===== config.mk =====
export PLATFORM = sky130hd
export DESIGN_NAME = imem_loader
export DESIGN_NICKNAME = d
export VERILOG_FILES = /design/src/rtl/imem_loader.sv
export SDC_FILE = /design/constraint.sdc
export NUM_CORES = 1
export LEC_CHECK = 0
export ABC_CLOCK_PERIOD_IN_PS = 3470
export CORE_UTILIZATION = 30
export CTS_BUF_LIST = sky130_fd_sc_hd__clkbuf_8 sky130_fd_sc_hd__clkbuf_16
export DETAILED_ROUTE_END_ITERATION = 6
export PLACE_DENSITY_LB_ADDON = 0.12
export SLEW_MARGIN = 10
export SYNTH_ARGS = -nofsm -noshare
export SYNTH_HDL_FRONTEND = slang
export SYNTH_SLANG_ARGS = --single-unit

===== constraint.sdc =====
create_clock -name clk -period 3.47 [get_ports clk]
set_input_delay 0.347 -clock clk [delete_from_list [all_inputs] [get_ports clk]]
set_output_delay 0.347 -clock clk [all_outputs]
set_load 0.02 [all_outputs]

===== src/rtl/imem_loader.sv =====
// Instruction-memory loader: parses a length-prefixed, XOR-checksummed byte stream
// and writes it word by word into instruction memory, holding the CPU until verified.
module imem_loader #(
    parameter logic [31:0] ADDR_BASE = 32'h0,
    parameter int          MAX_WORDS = 1024
) (
    input  logic        clk,
    input  logic        reset,
    input  logic [7:0]  byteIn,
    input  logic        byteValid,
    output logic        byteReady,
    input  logic        start,
    output logic        memWe,
    output logic [31:0] memAddr,
    output logic [31:0] memDIn,
    output logic        cpuHold,
    output logic        done,
    output logic        error
);

    localparam logic [2:0] LEN_HI = 3'd0;
    localparam logic [2:0] LEN_LO = 3'd1;
    localparam logic [2:0] WORD   = 3'd2;
    localparam logic [2:0] CHECK  = 3'd3;
    localparam logic [2:0] DONE   = 3'd4;
    localparam logic [2:0] ERR    = 3'd5;

    logic [2:0]  state;
    logic [15:0] len;
    logic [15:0] idx;
    logic [1:0]  bcnt;
    logic [23:0] asm_word;
    logic [7:0]  csum;
    logic        accept;
    logic [31:0] len_next;

    assign byteReady = (state == LEN_HI) || (state == LEN_LO) ||
                       (state == WORD)   || (state == CHECK);
    assign accept    = byteValid && byteReady;
    assign len_next  = {16'h0, len[15:8], byteIn};

    always_ff @(posedge clk or posedge reset) begin
        if (reset) begin
            state    <= LEN_HI;
            len      <= '0;
            idx      <= '0;
            bcnt     <= '0;
            asm_word <= '0;
            csum     <= '0;
            memWe    <= 1'b0;
            memAddr  <= ADDR_BASE;
            memDIn   <= '0;
            cpuHold  <= 1'b1;
            done     <= 1'b0;
            error    <= 1'b0;
        end else begin
            memWe <= 1'b0;
            case (state)
                LEN_HI: if (accept) begin
                    len[15:8] <= byteIn;
                    csum      <= csum ^ byteIn;
                    state     <= LEN_LO;
                end
                LEN_LO: if (accept) begin
                    len[7:0] <= byteIn;
                    csum     <= csum ^ byteIn;
                    if (len_next > 32'(MAX_WORDS)) begin
                        state <= ERR;
                        error <= 1'b1;
                    end else if (len_next == 32'd0) begin
                        state <= CHECK;
                    end else begin
                        state <= WORD;
                    end
                end
                WORD: if (accept) begin
                    csum     <= csum ^ byteIn;
                    bcnt     <= bcnt + 2'd1;
                    asm_word <= {asm_word[15:0], byteIn};
                    // Fourth byte completes the word; the write pulse lands next cycle
                    // while the following byte can already be accepted.
                    if (bcnt == 2'd3) begin
                        memWe   <= 1'b1;
                        memDIn  <= {asm_word, byteIn};
                        memAddr <= ADDR_BASE + {14'h0, idx, 2'b00};
                        idx     <= idx + 16'd1;
                        if ((idx + 16'd1) == len)
                            state <= CHECK;
                    end
                end
                CHECK: if (accept) begin
                    if (byteIn == csum) begin
                        state   <= DONE;
                        done    <= 1'b1;
                        cpuHold <= 1'b0;
                    end else begin
                        state <= ERR;
                        error <= 1'b1;
                    end
                end
                DONE, ERR: if (start) begin
                    state   <= LEN_HI;
                    done    <= 1'b0;
                    error   <= 1'b0;
                    csum    <= '0;
                    idx     <= '0;
                    bcnt    <= '0;
                    cpuHold <= 1'b1;
                    memAddr <= ADDR_BASE;
                end
                default: begin
                    state <= ERR;
                    error <= 1'b1;
                end
            endcase
        end
    end

endmodule


==> flow_summary.json, run 1 <==
{
  "wl_met2_um": 6380,
  "routed.top_layer": "met4",
  "yosys.cell_types.count": 60,
  "vdd_drop_max_uv": 394,
  "m1WireLength_um": 6680,
  "crit_start": "idx[0]",
  "synth.most_common_cell": "nand2_1",
  "place_congestion": 0.851,
  "cts_tree": "done",
  "hpwl_um": 9290,
  "placed_cell_area_mm2": 0.00667,
  "rsz0062_at_grt": "no",
  "setup_ws_ns": 0.934,
  "die_x_um": 142,
  "layout_min_cycle_time_ns": 2.54,
  "required_ns": 3.82,
  "remaining_drc_errors": 0,
  "postCtsSetupRepairBufs": 0,
  "ys_seq_elements": 121,
  "fin_util_pct": 38.3,
  "p_per_area_mw_per_mm2": 588,
  "r2r_start": "idx[0]",
  "drt_wl_total_um": 13800,
  "worst_pin_slew_ns": 1.10,
  "vias": 4318,
  "ctsHoldBuffers": 0,
  "worst_hold_slack_ns": 0.394,
  "syn_area_mm2": 0.00584,
  "htreeDepth": 4,
  "clockBufferDepth": 2,
  "async_flop_share_pct": 100,
  "critPathArrivalTime_ns": 2.88,
  "start_util_pct": 30.9,
  "status": "complete, no violations",
  "timing.rr.end": "state[0]",
  "final_max_slew_viol_count": 0,
  "cts_sinks": 121,
  "wl_met3_um": 579,
  "synthFlopType": "dfrtp_1",
  "yosysTopAreaCell": "dfrtp_1",
  "synthTopCellsByCount": "nand2_1, dfrtp_1, mux2_2",
  "fillCellCount": 1907,
  "yosysWarnings": 0,
  "crit_fanout": 8,
  "skew_ns": 0.00664,
  "max_cap_viol_count": 0,
  "leakagePower_nw": 3.35,
  "yosysSeqAreaShare_pct": 51.9,
  "synth_edf_count": 0,
  "portBuffers": 64,
  "routed_via_density": 4.66,
  "ant_nets": 0,
  "num_io_pins": 81,
  "dr.pass1.iters": 4,
  "hold_viol_final": 0,
  "dp_slack_ns": 0.937,
  "setup-tns-final_ns": 0,
  "stdcell_count": 927,
  "relSlewSlack_pct": 26.9,
  "path_class": "reg -> reg",
  "antenna_cells": 0,
  "cts-resized-gates": 0,
  "cts_buffers": 17,
  "clk_latency_ns": 0.41,
  "area_growth_pct": 23.8,
  "grt_first_pass_wirelength_um": 22800,
  "grt_overflow_total": 0,
  "dieArea_mm2": 0.0200,
  "grt_max_degree": 67,
  "yosys-top-cells-area": "dfrtp_1, nand2_1, mux2_2",
  "num_rows": 50,
  "reg2reg_depth": 7,
  "fmax_ghz": 0.394,
  "dp_cells": 895,
  "start_kind": "flop",
  "drtIter0Drc": 222,
  "end_kind": "flop",
  "hp-class": "in -> async",
  "netlist.area_leader.share_pct": 51.4,
  "final_layout_size_suffix_gt1_share_pct": 15.4,
  "final-seq-area_mm2": 0.00303,
  "groute.usage.overall_pct": 14.8,
  "antenna_found_initial": 0,
  "drt-wirelength-per-cell_um": 14.9,
  "syn_avg_cell_area_um2": 9.70,
  "core_mm2": 0.0189,
  "fin_area_mm2": 0.00723,
  "die_y_um": 142,
  "clk_pin_slew_ns": 0.06,
  "setup_viol": 0,
  "p_total_mw": 4.25,
  "endpoint": "state[0]",
  "synth_cells": 602,
  "num-nets-final": 668,
  "cts_root_buffer": "clkbuf_16",
  "r2r_slack_ns": 0.93,
  "final.period_utilization_pct": 73.1,
  "grt_pass1_vias": 4335,
  "multi_input_area_mm2": 0.00253
}
-- sequential cells by signal, indices dropped and copies added, names as in the netlist --
| register | count |
|---|---|
| idx | 16 |
| state | 3 |
| asm_word | 24 |
| len | 16 |
| csum | 8 |
| memDIn | 32 |
| memAddr | 16 |
| bcnt | 2 |
| memWe | 1 |
| error | 1 |
| cpuHold | 1 |
| done | 1 |
-- kinds of logic (layout without fill, tap and decap cells) --
| logic type | after synthesis | count (layout) | share of synthesized area (%) |
|---|---|---|---|
| AOI/OAI and AO/OA | 80 | 80 | 8.20 |
| DFF | 121 | 121 | 51.9 |
| adders and majority gates | 2 | 2 | 0.428 |
| xor gates and xnor gates | 28 | 28 | 4.33 |
| and+or+nand+nor | 262 | 262 | 21.0 |
| other | 1 | 16 | 0.0642 |
| muxes | 42 | 42 | 8.07 |
| buffers and inverters | 66 | 116 | 6.02 |
-- layout by cell type, fill, tap and decap left out, types with 3 or more instances in the layout --
cell and n:
nor3_1 6, nor2_1 25, xnor2_1 12, nand2_1 164
inv_1 8, xor2_1 15, a31oi_1 4, a21oi_1 11
conb_1 16, dfrtp_1 120, o21ai_1 28, nor3_2 3
clkinvlp_4 4, o22ai_1 3, nor2b_1 3, nand4_1 3
nand3_1 27, nor4_1 6, buf_4 8, clkinv_2 3
mux2_2 41, o21ai_0 16, clkinv_4 3, clkdlybuf4s50_1 64
and3_1 4, inv_6 3, clkbuf_16 17
-- cell type report --
| cell class | count | area share, % |
|---|---|---|
| Sequential cell | 121 | 41.9 |
| Multi-Input combinational cell | 430 | 35.0 |
| Timing Repair Buffer | 74 | 10.2 |
| Clock buffer | 18 | 6.07 |
| Tap cell | 260 | 4.50 |
| Clock inverter | 14 | 1.71 |
| Inverter | 10 | 0.571 |
-- per-layer routing --
metal	GRT usage, %	up-vias
met1	19.6	2099
met5	0	-
li1	-	2104
met4	5.21	0
met2	23.3	98
met3	3.85	17
-- worst max-delay path, cell delays in order (launching register included) --
cell and delay [ns]:
dfrtp_1 0.50, ha_1 0.39, nand3_4 0.16, nor4_2 0.46, mux2_2 0.38, nor4b_1 0.28
o2111ai_1 0.16, a2bb2oi_2 0.14
-- report_power, final --
| part | leakage (nW) | internal [mW] | switching [mW] | total [mW] |
|---|---|---|---|---|
| Combinational | 1.44 | 0.379 | 0.446 | 0.825 |
| Sequential | 1.64 | 1.58 | 0.193 | 1.77 |
| Clock | 0.274 | 1.00 | 0.651 | 1.65 |
-- worst min path at each step --
stage	start	to	slack, ns
2_1_floorplan	asm_word[16]	memDIn[24]	0.43
4_1_cts	reset	bcnt[0]	0.41
3_5_place_dp	asm_word[19]	memDIn[27]	0.46
6_report	reset	memDIn[6]	0.39
3_3_place_gp	asm_word[22]	memDIn[30]	0.46
5_1_grt	reset	memDIn[6]	0.45
No activity file was read; power rests on OpenSTA's default activity.
==> run 2: changes to the inputs <==
--- a/config.mk
+++ b/config.mk
@@ -5,7 +5,7 @@
 export SDC_FILE = /design/constraint.sdc
 export NUM_CORES = 1
 export LEC_CHECK = 0
-export ABC_CLOCK_PERIOD_IN_PS = 3470
+export ABC_CLOCK_PERIOD_IN_PS = 2100
 export CORE_UTILIZATION = 30
 export CTS_BUF_LIST = sky130_fd_sc_hd__clkbuf_8 sky130_fd_sc_hd__clkbuf_16
 export DETAILED_ROUTE_END_ITERATION = 6
==> constraint.sdc (replaced) <==
create_clock -name clk -period 2.1 [get_ports clk]
set_input_delay 0.21 -clock clk [delete_from_list [all_inputs] [get_ports clk]]
set_output_delay 0.21 -clock clk [all_outputs]
set_load 0.02 [all_outputs]
==> run 2 against run 1 <==
Effect of this change: clock skew up 0.0060 ns; core utilization up 2.8 points; die area unchanged; clock power up 79%.
==> flow_summary.json, run 2 (same netlist as run 1, synthesis figures left out) <==
{
  "status": "complete, no violations",
  "start_util_pct": 30.9,
  "top_register": "memDIn",
  "grt_overflow_total": 0,
  "p_per_area_mw_per_mm2": 957,
  "drt_wl_total_um": 15000,
  "place_congestion": 0.845,
  "path_cells": "buf_12, nand4_4, or4_4, xnor2_2, a2111oi_4, o2111ai_2, a2bb2oi_2",
  "clk_pin_slew_ns": 0.06,
  "ant_nets": 0,
  "dp_slack_ns": -0.294,
  "setup-tns-final_ns": 0,
  "final_max_slew_viol_count": 0,
  "required_ns": 2.44,
  "clockBufferDepth": 2,
  "setup_viol": 0,
  "core_mm2": 0.0189,
  "vdd_drop_max_uv": 609,
  "met3_usage_pct": 4.45,
  "relSlewSlack_pct": 59.1,
  "grt_first_pass_wirelength_um": 25000,
  "slowest_stage": "or4_4",
  "start_kind": "flop",
  "p_total_mw": 7.42,
  "grt_pass1_vias": 4630,
  "cts_buffers": 17,
  "hp-class": "in -> async",
  "worst-path-stages": 7,
  "layout_min_cycle_time_ns": 2.09,
  "placed_cell_area_mm2": 0.00710,
  "setup_ws_ns": 0.0105,
  "fmax_ghz": 0.479,
  "dieArea_mm2": 0.0200,
  "fillCellCount": 1871,
  "vias": 4566,
  "layout_commonest_cell": "nand2_1",
  "num_rows": 50,
  "drt-wirelength-per-cell_um": 15.3,
  "largest_reg_flops": 32,
  "critPathArrivalTime_ns": 2.43,
  "busiest_layer": "met2",
  "endpoint": "state[0]",
  "crit_start": "idx[0]",
  "final_layout_size_suffix_gt1_share_pct": 23.2,
  "use_met1_pct": 22.0,
  "ctsHoldBuffers": 0,
  "portBuffers": 64,
  "worst_pin_slew_ns": 0.614,
  "cts_sinks": 121,
  "antenna_cells": 0,
  "groute.usage.overall_pct": 16.2,
  "crit_fanout": 4,
  "cts_tree": "done",
  "area_growth_pct": 32.8,
  "htreeDepth": 4,
  "cts_root_buffer": "clkbuf_16",
  "drtIter0Drc": 301,
  "num-nets-final": 721,
  "fin_area_mm2": 0.00776,
  "cp_top_family": "simple AND/OR/NAND/NOR gates",
  "grt_max_degree": 67,
  "max_cap_viol_count": 0,
  "use_met2_pct": 25.0,
  "reg2reg_depth": 7,
  "routed_via_density": 4.66,
  "end_kind": "flop",
  "max_stage_delay_ns": 0.56,
  "skew_ns": 0.0126,
  "final_cell_mix": "nand2_1, dfrtp_1, clkdlybuf4s50_1, buf_4, mux2_2",
  "stdcell_count": 980,
  "final.period_utilization_pct": 99.5,
  "dr.pass1.iters": 4,
  "largestRegisters": "memDIn (32), asm_word (24)",
  "r2r_start": "idx[0]",
  "leakagePower_nw": 3.67,
  "die_x_um": 142,
  "worst-path-buf-inv": 1,
  "antenna_found_initial": 0,
  "timing.rr.end": "state[0]",
  "rsz0062_at_grt": "yes",
  "hold_viol_final": 0,
  "num_io_pins": 81,
  "fin_util_pct": 41.1,
  "r2r_slack_ns": 0.01,
  "worst_hold_slack_ns": 0.245,
  "dp_cells": 947,
  "clk_latency_ns": 0.42,
  "hpwl_um": 10300,
  "remaining_drc_errors": 0,
  "die_y_um": 142,
  "path_class": "reg -> reg"
}
-- run 2: metal layers --
| metal | vias to the layer above | part of all wire, % |
|---|---|---|
| met2 | 101 | 47 |
| met4 | 0 | 1.2 |
| met3 | 12 | 4.3 |
| met1 | 2240 | 48 |
| met5 | - | 0 |
| li1 | 2213 | - |
-- run 2: layout make-up --
class	instances	area (µm²)	share of cell area, %
Timing Repair Buffer	127	1160	14.9
Sequential cell	121	3030	39.1
Clock inverter	15	165	2.13
Tap cell	260	325	4.19
Inverter	10	41.3	0.532
Clock buffer	17	425	5.48
Multi-Input combinational cell	430	2610	33.7
-- run 2: report_power, final --
part           internal, mW  total [mW]  switching (mW)
logic                 0.750        1.56           0.813
registers              2.61        2.91           0.297
clock network          1.77        2.95            1.18
total                  5.13        7.42            2.29
-- run 2: worst min path at each step --
stage            startpoint    endpoint  cells after the start
6_report              reset   memDIn[7]                      3
3_5_place_dp   asm_word[19]  memDIn[27]                      2
2_1_floorplan         start    state[2]                      3
5_1_grt               reset   memDIn[6]                      3
3_3_place_gp   asm_word[18]  memDIn[26]                      2
4_1_cts               reset   memDIn[7]                      3
-- run 2: timing repair --
item	in CTS	in global routing
gates resized for setup	7	5
setup endpoints to repair	1	12
cloned	0	0
pin swaps	5	3
buffers inserted	0	1
-- run 2: worst reg2reg max path, cell delays in order (launching register included) --
cell and delay, ns:
dfrtp_2 0.43, buf_12 0.12, nand4_4 0.11, or4_4 0.56
xnor2_2 0.17, a2111oi_4 0.28, o2111ai_2 0.19, a2bb2oi_2 0.15
